`src/rtl/analog_to_digital.sv`:
```
`default_nettype none
// +--------------------------------------------------------------------------+
// | analog_to_digital : SPI master receiver for a 12-bit serial ADC frame    |
// | Optional macro ADC_AUTO_TRIGGER_EN: free-running conversions.            |
// | Rev 1.0                                                                  |
// +--------------------------------------------------------------------------+
module analog_to_digital #(
  parameter int CLK_DIV_HALF = 50,
  parameter int FRAME_BITS   = 16,
  parameter int DATA_BITS    = 12,
  parameter int QUIET_CYCLES = 50
) (
  input  logic                 clk_100MHz,
  input  logic                 rst_n,
  input  logic                 start,
  input  logic                 spi_miso,
  output logic                 spi_cs,
  output logic                 spi_sck,
  output logic [DATA_BITS-1:0] value_out,
  output logic                 data_valid,
  output logic                 frame_err,
  output logic                 busy
);

  typedef enum logic [1:0] {
    IDLE  = 2'd0,
    SETUP = 2'd1,
    SHIFT = 2'd2,
    QUIET = 2'd3
  } state_t;

  localparam int              BW           = $clog2(FRAME_BITS) + 1;
  localparam logic [7:0]      C_HALF_LAST  = 8'(CLK_DIV_HALF - 1);
  localparam logic [15:0]     C_QUIET_LAST = 16'(QUIET_CYCLES - 1);
  localparam logic [BW-1:0]   C_BIT_LAST   = BW'(FRAME_BITS - 1);

  state_t                 state_q;
  logic [7:0]             cnt_q;
  logic [BW-1:0]          bit_q;
  logic [15:0]            qcnt_q;
  logic [FRAME_BITS-1:0]  shreg_q;
  logic [FRAME_BITS-1:0]  shreg_d;
  logic [DATA_BITS-1:0]   value_q;
  logic                   cs_q, sck_q, valid_q, err_q, busy_q;
  logic                   go_d;
  logic                   half_end_d;

`ifdef ADC_AUTO_TRIGGER_EN
  logic unused_start;
  assign unused_start = start;
  assign go_d         = 1'b1;
`else
  assign go_d         = start;
`endif

  assign shreg_d    = {shreg_q[FRAME_BITS-2:0], spi_miso};
  assign half_end_d = (cnt_q == C_HALF_LAST);

  always_ff @(posedge clk_100MHz) begin
    if (!rst_n) begin
      state_q <= IDLE;
      cnt_q   <= '0;
      bit_q   <= '0;
      qcnt_q  <= '0;
      shreg_q <= '0;
      value_q <= '0;
      cs_q    <= 1'b1;
      sck_q   <= 1'b1;
      valid_q <= 1'b0;
      err_q   <= 1'b0;
      busy_q  <= 1'b0;
    end else begin
      valid_q <= 1'b0;
      case (state_q)
        IDLE: begin
          cs_q  <= 1'b1;
          sck_q <= 1'b1;
          if (go_d) begin
            state_q <= SETUP;
            cs_q    <= 1'b0;
            busy_q  <= 1'b1;
            cnt_q   <= '0;
          end
        end
        SETUP: begin
          if (half_end_d) begin
            state_q <= SHIFT;
            cnt_q   <= '0;
            bit_q   <= '0;
            sck_q   <= 1'b0;
          end else begin
            cnt_q <= cnt_q + 8'd1;
          end
        end
        SHIFT: begin
          if (!half_end_d) begin
            cnt_q <= cnt_q + 8'd1;
          end else begin
            cnt_q <= '0;
            // Sample MISO on the same edge that raises SCK.
            if (!sck_q) begin
              sck_q   <= 1'b1;
              shreg_q <= shreg_d;
            end else if (bit_q == C_BIT_LAST) begin
              state_q <= QUIET;
              cs_q    <= 1'b1;
              qcnt_q  <= '0;
              value_q <= shreg_q[DATA_BITS-1:0];
              err_q   <= |shreg_q[FRAME_BITS-1:DATA_BITS];
              valid_q <= 1'b1;
            end else begin
              sck_q <= 1'b0;
              bit_q <= bit_q + 1'b1;
            end
          end
        end
        QUIET: begin
          if (qcnt_q == C_QUIET_LAST) begin
            state_q <= IDLE;
            busy_q  <= 1'b0;
          end else begin
            qcnt_q <= qcnt_q + 16'd1;
          end
        end
        default: state_q <= IDLE;
      endcase
    end
  end

  assign spi_cs     = cs_q;
  assign spi_sck    = sck_q;
  assign value_out  = value_q;
  assign data_valid = valid_q;
  assign frame_err  = err_q;
  assign busy       = busy_q;

endmodule
`default_nettype wire
```
`config.mk`:
```
export PLATFORM = sky130hd
export DESIGN_NAME = analog_to_digital
export DESIGN_NICKNAME = d
export VERILOG_FILES = /design/src/rtl/analog_to_digital.sv
export SDC_FILE = /design/constraint.sdc
export NUM_CORES = 1
export LEC_CHECK = 0
export ABC_AREA = 1
export CORE_UTILIZATION = 63
export DETAILED_ROUTE_END_ITERATION = 10
export GPL_ROUTABILITY_DRIVEN = 0
export PLACE_DENSITY = 0.85
export SYNTH_ARGS = -nofsm -noshare
export SYNTH_HDL_FRONTEND = slang
export SYNTH_SLANG_ARGS = --single-unit
```
`constraint.sdc`:
```
create_clock -name clk_100MHz -period 3.9 [get_ports clk_100MHz]
set_input_delay 0.585 -clock clk_100MHz [delete_from_list [all_inputs] [get_ports clk_100MHz]]
set_output_delay 0.585 -clock clk_100MHz [all_outputs]
set_load 0.01 [all_outputs]
```
After elaboration in Yosys (flattened, before gate mapping)

Cells that the tools add are included.

Input bits: 4
Bits in registers: 64
Output and inout port bits: 17
Logic and storage cells: 81

Equality and inequality tests: 14
Bitwise logic cells: 1
Reduce and logical (&&, ||, !) cells: 19
Muxes and demuxes: 33
$add $sub $neg: 3

Operators by type and width:

| kind                                                                    | count |
|---|---|
| 16-bit 2-to-1 mux                                                       | 4 |
| 16-bit case mux with 2 select lines                                     | 1 |
| 5-bit 2-to-1 mux                                                        | 4 |
| 16-bit by 1-bit adder with 16-bit output (second input constant)        | 1 |
| 16-bit by 6-bit equality test with 1-bit output (second input constant) | 1 |
| 8-bit 2-to-1 mux                                                        | 2 |
| 2-bit != test (second input constant)                                   | 8 |
| 8-bit case mux with 2 select lines                                      | 1 |
| 2-bit 2-to-1 mux                                                        | 6 |
| 4-bit AND reduction                                                     | 3 |
| 1-bit 2-to-1 mux                                                        | 10 |
| 5-bit case mux with 2 select lines                                      | 1 |
| 5-bit AND reduction                                                     | 2 |
| 2-bit nonzero test                                                      | 5 |
| 3-bit AND reduction                                                     | 3 |
| 8-bit by 1-bit adder with 8-bit output (second input constant)          | 1 |
| 8-bit by 6-bit equality test with 1-bit output (second input constant)  | 1 |
| 2-bit case mux with 4 select lines                                      | 1 |
| 6-bit AND reduction                                                     | 1 |
| 5-bit by 1-bit adder with 5-bit output (second input constant)          | 1 |
| 5-bit by 4-bit equality test with 1-bit output (second input constant)  | 1 |
| 2-bit equality test (second input constant)                             | 2 |
| 1-bit case mux with 2 select lines                                      | 2 |
| 4-bit OR reduction                                                      | 1 |
| other kinds (7)                                                         | 7 |

Depth between registers and ports, before layout

Gate-level depths: netlist of the first run.

Depth in word-level cells: 5
Depth in mapped cells: 13
Gate-level depth less buffers: 13

Worst setup path after synthesis of the first run

OpenSTA, ideal clock, no wires.

Path type: reg-to-reg
Start point: register bit_q[0]
End point: register qcnt_q[13]
Library setup time: 0.115 ns
Data required time: 3.785 ns
Slack: 2.217 ns
Period minus slack after synthesis: 1.683 ns
Cell stages (with the launch flop): 13
Buffers on the path: 1
Arrival: 1.568 ns
Path through: dfxtp_1 > ha_1 > nand2_1 > nor2_1 > ha_1 > nand2_2 > nor2_4 > nand3_4 > nand2_4 > nand2_4 > buf_6 > a21oi_1 > nor2_1

Word-level cells in the longest chain between the ends: 3

RTL lines:

| element                                        | RTL line | RTL |
|---|---|---|
| from (decl)                                    | 39       | `logic [BW-1:0] bit_q;` |
| from (signal assigned)                         | 113      | `bit_q <= bit_q + 1'b1;` |
| 5-bit by 4-bit equality test with 1-bit output | 104      | `end else if (bit_q == C_BIT_LAST) begin` |
| 2-bit != test (no source line)                 | --       |  |
| 5-bit AND reduction (no source line)           | --       |  |
| to (signal assigned)                           | 122      | `qcnt_q <= qcnt_q + 16'd1;` |
| to (decl)                                      | 40       | `logic [15:0] qcnt_q;` |

No other way between the ends.
A chain may end at the register's enable or synchronous reset.

Worst setup path after layout of the first run

Start point: register state_q[0]
End point: register shreg_q[6]

Word-level cells in the longest chain between the ends: 2

RTL lines:

| element                              | RTL line | RTL |
|---|---|---|
| from (decl)                          | 37       | `state_t state_q;` |
| from (signal assigned)               | 61       | `state_q <= IDLE;` |
| from (signal assigned)               | 79       | `state_q <= SETUP;` |
| from (signal assigned)               | 87       | `state_q <= SHIFT;` |
| 2-bit equality test                  | 74       | `case (state_q)` |
| 3-bit AND reduction (no source line) | --       |  |
| to (signal assigned)                 | 103      | `shreg_q <= shreg_d;` |
| to (decl)                            | 41       | `logic [FRAME_BITS-1:0] shreg_q;` |

No other way between the ends.

==> metrics, run 1 <==
buffer levels on the longest clock path 2; Worst Path Required 4100 ps; pin count of the biggest net entering global routing 33; number of max-slew violations in the final report 0; clock slew at the register clock pins of the worst setup and hold paths 70 ps; hold buffers post-CTS 0; cell area after technology mapping 3250 sq um; Port Buf Inserts 20; Detailed Place HPWL 4.75 mm; ratio of final minimum period to clock period 58.5%; commonest non-fill, non-tap cell in the layout sky130_fd_sc_hd__nand2_1; total CTS buffers 9; drc violations 0; hold_sp value_out[7]$_SDFFE_PN0P_; antenna violations before repair 0; setup slack on the worst flop-to-flop path 1620 ps; Setup Buffers After CTS 0; Sinks on Clock Net 64; setup tns final 0 ps; total grt overflow 0; global-route wire length before repair 11.5 mm; number of cells traversed by the worst hold path 2; number of warning messages in the yosys log 0; fill cell count 371; TritonRoute pass-1 iters 5; effective utilization at floorplan 67.0%; Post-Route Hold Slack 446 ps; total power divided by cell area 454 nW/um^2; WP data arrival 2490 ps; net count after synthesis 490; y dimension of the die 73.8 um; critical path startpoint category flop; core region area 4850 sq um; maximum fanout encountered on the critical timing path 32; wirelength, routed 6.93 mm; leading cell types in the layout, fill and taps excluded 92 x sky130_fd_sc_hd__nand2_1, 81 x sky130_fd_sc_hd__inv_1, 64 x sky130_fd_sc_hd__dfxtp_1; Wirelength per Cell 12.2 um; # Max-Cap Violations 0; antenna-violating nets left 0; time the final worst path needs with I/O delays and setup 2280 ps; Die ar. 5450 sq um; clock latency of the later-clocked register in the worst-skew pair 350 ps; mean instance size in the synthesized netlist 6.84 sq um; critical path endpoint category flop; beginning of the worst register-to-register path state_q[0]$_SDFFE_PN0P_; Min-Delay Endpoint value_out[7]$_SDFFE_PN0P_; Worst IR Drop VDD 0.464 mV; cell leakage power 1.46 nW; aggregate global-route resource usage 27.8%; relative slew slack 35.1%; slew at the pin with the worst max-slew slack 970 ps; Diodes inserted 0; Final Hold Violating Endpoints 0; count of cell types in the netlist 32; routed vias/inst 5.19; vias in the first global route 2660; unrepaired setup endpoints after global routing no; total via count after detailed routing 2940; result of the run complete, no violations; Cells after Synth 475; number of ports placed on the die boundary 21; capturing point of the worst reg2reg path shreg_q[6]$_SDFFE_PN0P_; Highest Clock Rate 438 MHz; layout cell share with drive strength beyond 1 7.82%; site row count 25; most frequently used flop master after synthesis sky130_fd_sc_hd__dfxtp_1; nets 509; area added between synthesis and finish 13.7%; Post-synth EDFFs 0; Hold Path Class flop to flop; width of the die 73.8 um; CTS Root Cell sky130_fd_sc_hd__clkbuf_8; fraction of registers with async set/reset 0%; skew final 9.57 ps; level count of the clock H-tree 3; sequential element share of the synthesized area 39.4%; CTS tree yes; violation count after the first detailed-route iteration 137; post-cts sizing count 0; count of state elements after synthesis 64; kind of critical path flop to flop; Setup violations, final 0; r2r worst-path depth 7
-- routing by layer --
| metal | track usage, % | part of all wire (%) | routed length, um |
|---|---|---|---|
| met1 | 31.1 | 44 | 3030 |
| met2 | 50.9 | 50 | 3450 |
| met3 | 7.27 | 4.4 | 303 |
| met4 | 8.97 | 2.1 | 147 |
| met5 | 0 | 0 | 0 |
-- power by group --
part           internal, mW  leakage, nW  switching (mW)
registers             0.681        0.517          0.0273
logic                 0.119        0.830           0.202
clock network         0.366        0.114           0.281
total                  1.17         1.46           0.511
-- critical path, cell delays in order, from the launching register on --
cell and delay (ps):
sky130_fd_sc_hd__dfxtp_1 350, sky130_fd_sc_hd__inv_1 120, sky130_fd_sc_hd__ha_1 320, sky130_fd_sc_hd__inv_1 160, sky130_fd_sc_hd__nor2_1 190, sky130_fd_sc_hd__nand2_1 500, sky130_fd_sc_hd__o21ai_0 420, sky130_fd_sc_hd__a21oi_1 80
-- area by class of cell --
| class | count | area, sq um | share of cell area, % |
|---|---|---|---|
| Clock inverter | 7 | 104 | 2.81 |
| Clock buffer | 9 | 124 | 3.35 |
| Sequential cell | 64 | 1280 | 34.7 |
| Tap cell | 67 | 83.8 | 2.27 |
| Multi-Input combinational cell | 315 | 1580 | 42.8 |
| Timing Repair Buffer | 21 | 208 | 5.62 |
| Inverter | 83 | 312 | 8.43 |
-- state kept, by name (all words and copies together), names as in the netlist --
signal and count:
shreg_q 16, cnt_q 8, frame_err 1, value_out 12
bit_q 5, spi_sck 1, data_valid 1, spi_cs 1
state_q 2, busy 1, qcnt_q 16
-- kinds of logic (layout without fill, tap and decap cells) --
logic type / after synthesis / after routing / share of synthesized area [%]
adders and majority gates: 11 / 11 / 4.23
DFF: 64 / 64 / 39.4
and+or+nand+nor: 203 / 203 / 28.4
xor gates and xnor gates: 2 / 2 / 0.539
buffers and inverters: 96 / 120 / 11.9
AOI/OAI and AO/OA: 99 / 99 / 15.6
-- synth_stat cells, types with 2 or more instances --
master / number / share of area, %
sky130_fd_sc_hd__nand4_1: 3 / 0.58
sky130_fd_sc_hd__or2_0: 2 / 0.38
sky130_fd_sc_hd__nand2_1: 92 / 11
sky130_fd_sc_hd__a21oi_1: 48 / 7.4
sky130_fd_sc_hd__clkbuf_1: 4 / 0.46
sky130_fd_sc_hd__nor2_2: 5 / 0.96
sky130_fd_sc_hd__inv_1: 81 / 9.4
sky130_fd_sc_hd__xor2_1: 2 / 0.54
sky130_fd_sc_hd__nand2_2: 3 / 0.58
sky130_fd_sc_hd__nand2_4: 2 / 0.69
sky130_fd_sc_hd__o21ai_0: 47 / 7.2
sky130_fd_sc_hd__buf_6: 2 / 0.69
sky130_fd_sc_hd__nor2_4: 3 / 1.0
sky130_fd_sc_hd__buf_2: 5 / 0.77
sky130_fd_sc_hd__ha_1: 11 / 4.2
sky130_fd_sc_hd__dfxtp_1: 64 / 39
sky130_fd_sc_hd__nand3_4: 2 / 1.1
sky130_fd_sc_hd__or2_2: 4 / 0.77
sky130_fd_sc_hd__nor3_1: 5 / 0.77
sky130_fd_sc_hd__nand3_1: 27 / 4.2
sky130_fd_sc_hd__nor2_1: 52 / 6.0
-- stage by stage --
stage                     power (mW)  cell area, sq um  cells  setup slack, ps  util (%)
final                           1.68              3690    566             1620      76.2
after global routing            1.76              3690    566             1390      76.2
after CTS                       1.68              3690    566             1640      76.2
after detailed placement        1.04              3470    550             1470      71.5
after global placement          1.03              3470    550             1500      71.5
after floorplan                0.953              3250    475             2220         -
-- how the worst max path moves through the flow --
stage | from | end | slack, ps | cells after the start
2_1_floorplan | bit_q[0]$_SDFFE_PN0P_ | qcnt_q[13]$_SDFFE_PN0P_ | 2220 | 12
3_3_place_gp | rst_n | qcnt_q[1]$_SDFFE_PN0P_ | 1500 | 5
3_5_place_dp | rst_n | qcnt_q[1]$_SDFFE_PN0P_ | 1470 | 5
4_1_cts | state_q[0]$_SDFFE_PN0P_ | shreg_q[6]$_SDFFE_PN0P_ | 1640 | 7
5_1_grt | state_q[0]$_SDFFE_PN0P_ | shreg_q[6]$_SDFFE_PN0P_ | 1390 | 7
6_report | state_q[0]$_SDFFE_PN0P_ | shreg_q[6]$_SDFFE_PN0P_ | 1620 | 7
Power figures use the tool's default switching activity.
==> inputs of run 2 (changes only) <==
--- a/config.mk
+++ b/config.mk
@@ -6,10 +6,10 @@
 export NUM_CORES = 1
 export LEC_CHECK = 0
 export ABC_AREA = 1
-export CORE_UTILIZATION = 63
+export CORE_UTILIZATION = 59
 export DETAILED_ROUTE_END_ITERATION = 10
 export GPL_ROUTABILITY_DRIVEN = 0
-export PLACE_DENSITY = 0.85
+export PLACE_DENSITY = 0.81
 export SYNTH_ARGS = -nofsm -noshare
 export SYNTH_HDL_FRONTEND = slang
 export SYNTH_SLANG_ARGS = --single-unit
==> constraint.sdc (replaced) <==
create_clock -name clk_100MHz -period 2.3 [get_ports clk_100MHz]
set_input_delay 0.345 -clock clk_100MHz [delete_from_list [all_inputs] [get_ports clk_100MHz]]
set_output_delay 0.345 -clock clk_100MHz [all_outputs]
set_load 0.01 [all_outputs]
==> metrics, run 2 (synthesized netlist as in run 1, its figures left out) <==
Worst IR Drop VDD 0.623 mV (+34%); proportion of power drawn by the clock network 40.9% (+2.3 points); Diodes inserted 0 (unchanged); number of max-slew violations in the final report 0 (unchanged); effective utilization at floorplan 62.5% (-4.6 points); most used cell, CP sky130_fd_sc_hd__nand2_1; hold buffers post-CTS 0 (unchanged); number of cells in the design after placement 557 (+1.3%); number of ports placed on the die boundary 21 (unchanged); total CTS buffers 9 (unchanged); number of non-filler instances in the completed layout 573 (+1.2%); site row count 26 (+4.0%); WP data arrival 2200 ps (-290 ps); portion of total power attributed to combinational logic 18.5% (-0.7 points); y dimension of the die 76.2 um (+3.2%); area added between synthesis and finish 15.5%; worst-path cell chain ha_1 > nand2_1 > nor2_1 > ha_1 > nand2_2 > nor2_4 > nand3_4 > nand2_4 > nand2_4 > inv_2 > nand2_1 > nand2_1 > nor2_1; skew final 6.93 ps (-2.64 ps); leading cell types in the layout, fill and taps excluded 92 x sky130_fd_sc_hd__nand2_1, 81 x sky130_fd_sc_hd__inv_1, 64 x sky130_fd_sc_hd__dfxtp_1; maximum fanout encountered on the critical timing path 15 (-53%); # Max-Cap Violations 0 (unchanged); Final Hold Violating Endpoints 0 (unchanged); cell internal power dissipation 2.12 mW (+81%); critical path startpoint category flop; final core utilization 72.1% (-4.1 points); Worst Path Required 2540 ps (-1560 ps); post-cts sizing count 0 (unchanged); core region area 5200 sq um (+7.4%); Wirelength per Cell 11.9 um (-2.5%); Setup Buffers After CTS 0 (unchanged); CP delay by family, top simple AND/OR/NAND/NOR gates; unrepaired setup endpoints after global routing no; ratio of final minimum period to clock period 85.1% (+27 points); net switching power 841 uW (+65%); TritonRoute pass-1 iters 6 (+1); CTS Root Cell sky130_fd_sc_hd__clkbuf_8; critical-path cell with the highest stage delay sky130_fd_sc_hd__dfxtp_1; clock latency of the later-clocked register in the worst-skew pair 340 ps (about the same); pin count of the biggest net entering global routing 33 (unchanged); Hold Path Class flop to flop; width of the die 76.2 um (+3.2%); delay of the slowest critical-path stage 380 ps (-120 ps); relative slew slack 67.8% (+33 points); Seq pwr share 40.6% (-1.6 points); vias in the first global route 2726 (+2.5%); layout cell share with drive strength beyond 1 8.55% (+0.73 points); time the final worst path needs with I/O delays and setup 1960 ps (-324 ps); commonest non-fill, non-tap cell in the layout sky130_fd_sc_hd__nand2_1; result of the run complete, no violations; slew at the pin with the worst max-slew slack 482 ps (-488 ps); total via count after detailed routing 2959 (+0.65%); level count of the clock H-tree 3 (unchanged); Highest Clock Rate 511 MHz (+17%); clock slew at the register clock pins of the worst setup and hold paths 70 ps (about the same); aggregate global-route resource usage 25.8% (-2.0 points); cell leakage power 1.49 nW (+1.8%); drc violations 0 (unchanged); Detailed Place HPWL 4.87 mm (+2.4%); CTS tree yes; Post-Route Hold Slack 444 ps (-1.50 ps); antenna-violating nets left 0 (unchanged); setup tns final 0 ps (unchanged); Worst Path Buf+Inv 1 (-1); total grt overflow 0 (unchanged); buffer levels on the longest clock path 2 (unchanged); total power divided by cell area 788 nW/um^2 (+74%); critical path endpoint category flop; routed vias/inst 5.16 (-0.58%); global-route wire length before repair 12.1 mm (+5.1%); Die ar. 5810 sq um (+6.6%); Setup violations, final 0 (unchanged); kind of critical path flop to flop; nets 513 (+0.79%); Port Buf Inserts 20 (unchanged); wirelength, routed 6.84 mm (-1.3%); fraction of power spent switching nets 28.4% (-2.0 points); Sinks on Clock Net 64 (unchanged); violation count after the first detailed-route iteration 143 (+4.4%); antenna violations before repair 0 (unchanged)
==> run 2: final cells by class <==
class	count	area, sq um
multi-input combinational	315	1580
fill	447	1450
sequential	64	1280
inverter	83	312
timing repair buffer	25	238
clock buffer	10	138
clock inverter	6	115
tap	70	87.6
==> run 2: power by group through the flow <==
stage | Clock, mW | Combinational (mW) | Sequential, mW
after floorplan | 0 | 0.394 | 1.22
after global placement | 0 | 0.517 | 1.22
after detailed placement | 0 | 0.540 | 1.22
after CTS | 1.23 | 0.550 | 1.20
after global routing | 1.28 | 0.618 | 1.21
final | 1.21 | 0.548 | 1.20
==> run 2: path summary, 6_finish.rpt <==
kind,cells after the start,slack (ps),from,end
hold / removal,2,440,value_out[2]$_SDFFE_PN0P_,value_out[2]$_SDFFE_PN0P_
setup / recovery,13,340,bit_q[0]$_SDFFE_PN0P_,qcnt_q[14]$_SDFFE_PN0P_
hold reg to reg,2,440,value_out[2]$_SDFFE_PN0P_,value_out[2]$_SDFFE_PN0P_
setup reg to reg,13,340,bit_q[0]$_SDFFE_PN0P_,qcnt_q[14]$_SDFFE_PN0P_
==> run 2: tightest hold or removal path, delay by kind of cell, from the launching register on <==
kind                   cells  cell delay, ps
DFF                        1             310
buffers and inverters      1              50
AOI/OAI and AO/OA          1              50
==> run 2: layer usage <==
metal  share of wire, %  GRT usage (%)  vias up
met3                3.3           4.43       19
met5                  0              0        -
met4                2.6           14.0        0
met1                 46           32.1     1347
li1                   -              -     1541
met2                 48           42.4       52
==> run 2: per-stage QoR <==
stage          cell area [sq um]  setup WS [ps]  total power [mW]
5_1_grt                     3750            158              3.10
6_report                    3750            343              2.96
3_5_place_dp                3500            377              1.76
2_1_floorplan               3250            617              1.62
4_1_cts                     3750            355              2.98
3_3_place_gp                3500            473              1.74
==> inputs of run 3 (changes only) <==
--- a/config.mk
+++ b/config.mk
@@ -6,6 +6,7 @@
 export NUM_CORES = 1
 export LEC_CHECK = 0
 export ABC_AREA = 1
+export CORE_ASPECT_RATIO = 0.75
 export CORE_UTILIZATION = 59
 export DETAILED_ROUTE_END_ITERATION = 10
 export GPL_ROUTABILITY_DRIVEN = 0
==> metrics, run 3 (synthesized netlist as in run 1, its figures left out) <==
Seq pwr share 44.9% (+4.3 points); result of the run complete, no violations; critical path endpoint category flop; Detailed Place HPWL 4.73 mm (-2.7%); total grt overflow 0 (unchanged); buffer levels on the longest clock path 2 (unchanged); total CTS buffers 9 (unchanged); post-cts sizing count 0 (unchanged); Sinks on Clock Net 64 (unchanged); Worst Path Required 2550 ps (about the same); Placement Cell Area 3510 sq um (+0.32%); r2r worst-path depth 12 (-1); Final Hold Violating Endpoints 0 (unchanged); net switching power 812 uW (-3.5%); unrepaired setup endpoints after global routing no; antenna-violating nets left 0 (unchanged); kind of critical path flop to flop; Die ar. 5810 sq um (about the same); number of max-slew violations in the final report 0 (unchanged); Setup Buffers After CTS 0 (unchanged); portion of total power attributed to combinational logic 20.6% (+2.1 points); number of ports placed on the die boundary 21 (unchanged); cell leakage power 1.45 nW (-2.4%); layout cell share with drive strength beyond 1 7.98% (-0.56 points); clock slew at the register clock pins of the worst setup and hold paths 70 ps (about the same); number of cells traversed by the worst hold path 2 (unchanged); total power divided by cell area 722 nW/um^2 (-8.3%); time the final worst path needs with I/O delays and setup 1940 ps (-21.3 ps); number of cells in the design after placement 561 (+0.72%); Port Buf Inserts 20 (unchanged); violation count after the first detailed-route iteration 150 (+4.9%); drc violations 0 (unchanged); setup slack on the worst flop-to-flop path 360 ps (+20 ps); effective utilization at floorplan 61.1% (-1.4 points); Diodes inserted 0 (unchanged); nets 512 (-0.19%); width of the die 87.7 um (+15%); Wirelength per Cell 11.4 um (-4.5%); WP data arrival 2190 ps (about the same); TritonRoute pass-1 iters 7 (+1); clock latency of the later-clocked register in the worst-skew pair 330 ps (about the same); ratio of final minimum period to clock period 84.2% (-0.93 points); wirelength, routed 6.57 mm (-4.0%); site row count 23 (-12%); proportion of power drawn by the clock network 34.5% (-6.4 points); core region area 5320 sq um (+2.3%); leading cell types in the layout, fill and taps excluded 92 x sky130_fd_sc_hd__nand2_1, 81 x sky130_fd_sc_hd__inv_1, 64 x sky130_fd_sc_hd__dfxtp_1; total via count after detailed routing 2874 (-2.9%); routed vias/inst 4.99 (-3.4%); beginning of the worst register-to-register path bit_q[0]$_SDFFE_PN0P_; Worst IR Drop VDD 0.455 mV (-27%); capturing point of the worst reg2reg path qcnt_q[7]$_SDFFE_PN0P_; # Max-Cap Violations 0 (unchanged); Setup violations, final 0 (unchanged); fill cell count 425 (-4.9%); relative slew slack 67.4% (-0.49 points); setup tns final 0 ps (unchanged); Post-Route Hold Slack 445 ps (+0.789 ps); Hold Path Class flop to flop; Highest Clock Rate 517 MHz (+1.1%); cell internal power dissipation 1.86 mW (-12%); CTS tree yes; skew final 6.01 ps (-0.916 ps); hold_sp value_out[9]$_SDFFE_PN0P_; number of non-filler instances in the completed layout 576 (+0.52%); aggregate global-route resource usage 24.7% (-1.1 points); fraction of power spent switching nets 30.4% (+1.9 points); final design instance area without fill 3700 sq um (-1.5%); pin count of the biggest net entering global routing 51 (+55%); level count of the clock H-tree 3 (unchanged); Min-Delay Endpoint value_out[9]$_SDFFE_PN0P_; area added between synthesis and finish 13.8%; commonest non-fill, non-tap cell in the layout sky130_fd_sc_hd__nand2_1; slew at the pin with the worst max-slew slack 490 ps (+7.36 ps); y dimension of the die 66.3 um (-13%); CTS Root Cell sky130_fd_sc_hd__clkbuf_8; final core utilization 69.5% (-2.6 points); antenna violations before repair 0 (unchanged); vias in the first global route 2556 (-6.2%); critical path startpoint category flop; maximum fanout encountered on the critical timing path 15 (unchanged); global-route wire length before repair 11.1 mm (-8.1%); hold buffers post-CTS 0 (unchanged)
==> run 3: worst max-delay path, cell delays in order, from the launching register on <==
cell and delay [ps]:
sky130_fd_sc_hd__dfxtp_1 370, sky130_fd_sc_hd__ha_1 180, sky130_fd_sc_hd__nand2_1 70, sky130_fd_sc_hd__nor2_1 90, sky130_fd_sc_hd__ha_1 170, sky130_fd_sc_hd__nand2_2 80, sky130_fd_sc_hd__nor2_4 130, sky130_fd_sc_hd__nand3_4 130
sky130_fd_sc_hd__nand2_4 130, sky130_fd_sc_hd__nand2_4 130, sky130_fd_sc_hd__inv_2 170, sky130_fd_sc_hd__nand2_1 70, sky130_fd_sc_hd__a21oi_1 140
==> run 3: how the worst max path moves through the flow <==
stage / startpoint / end / slack (ps) / depth (start not counted)
after floorplan: bit_q[0]$_SDFFE_PN0P_ / qcnt_q[13]$_SDFFE_PN0P_ / 620 / 12
after detailed placement: bit_q[0]$_SDFFE_PN0P_ / qcnt_q[3]$_SDFFE_PN0P_ / 400 / 12
after CTS: bit_q[0]$_SDFFE_PN0P_ / qcnt_q[3]$_SDFFE_PN0P_ / 380 / 12
after global placement: bit_q[0]$_SDFFE_PN0P_ / qcnt_q[14]$_SDFFE_PN0P_ / 480 / 13
final: bit_q[0]$_SDFFE_PN0P_ / qcnt_q[7]$_SDFFE_PN0P_ / 360 / 12
after global routing: bit_q[0]$_SDFFE_PN0P_ / qcnt_q[7]$_SDFFE_PN0P_ / 200 / 12
==> run 3: power by group through the flow <==
stage	logic, mW	clock network, mW	registers (mW)
3_3_place_gp	0.522	0	1.22
3_5_place_dp	0.542	0	1.22
6_report	0.552	0.922	1.20
4_1_cts	0.549	0.936	1.20
5_1_grt	0.624	0.982	1.21
2_1_floorplan	0.394	0	1.22
==> run 3: area by class of cell <==
cell class              instances  area [sq um]  area share, %
clock inverters                 5          58.8           1.59
inverters                      83           312           8.42
repair buffers                 24           243           6.56
clock buffers                  10           128           3.45
multi-input cells             315          1580           42.8
flip-flops and latches         64          1280           34.6
well taps                      75          93.8           2.54
==> run 3: stage by stage <==
step	setup WS (ps)	total power, mW
2_1_floorplan	617	1.62
3_3_place_gp	477	1.74
3_5_place_dp	397	1.76
4_1_cts	376	2.68
5_1_grt	200	2.81
6_report	364	2.67
==> run 3: per-layer routing <==
layer,track usage (%),share of wire (%)
met3,5.87,5.2
met2,39.8,44
met1,32.6,50
met4,7.38,0.73
met5,0,0
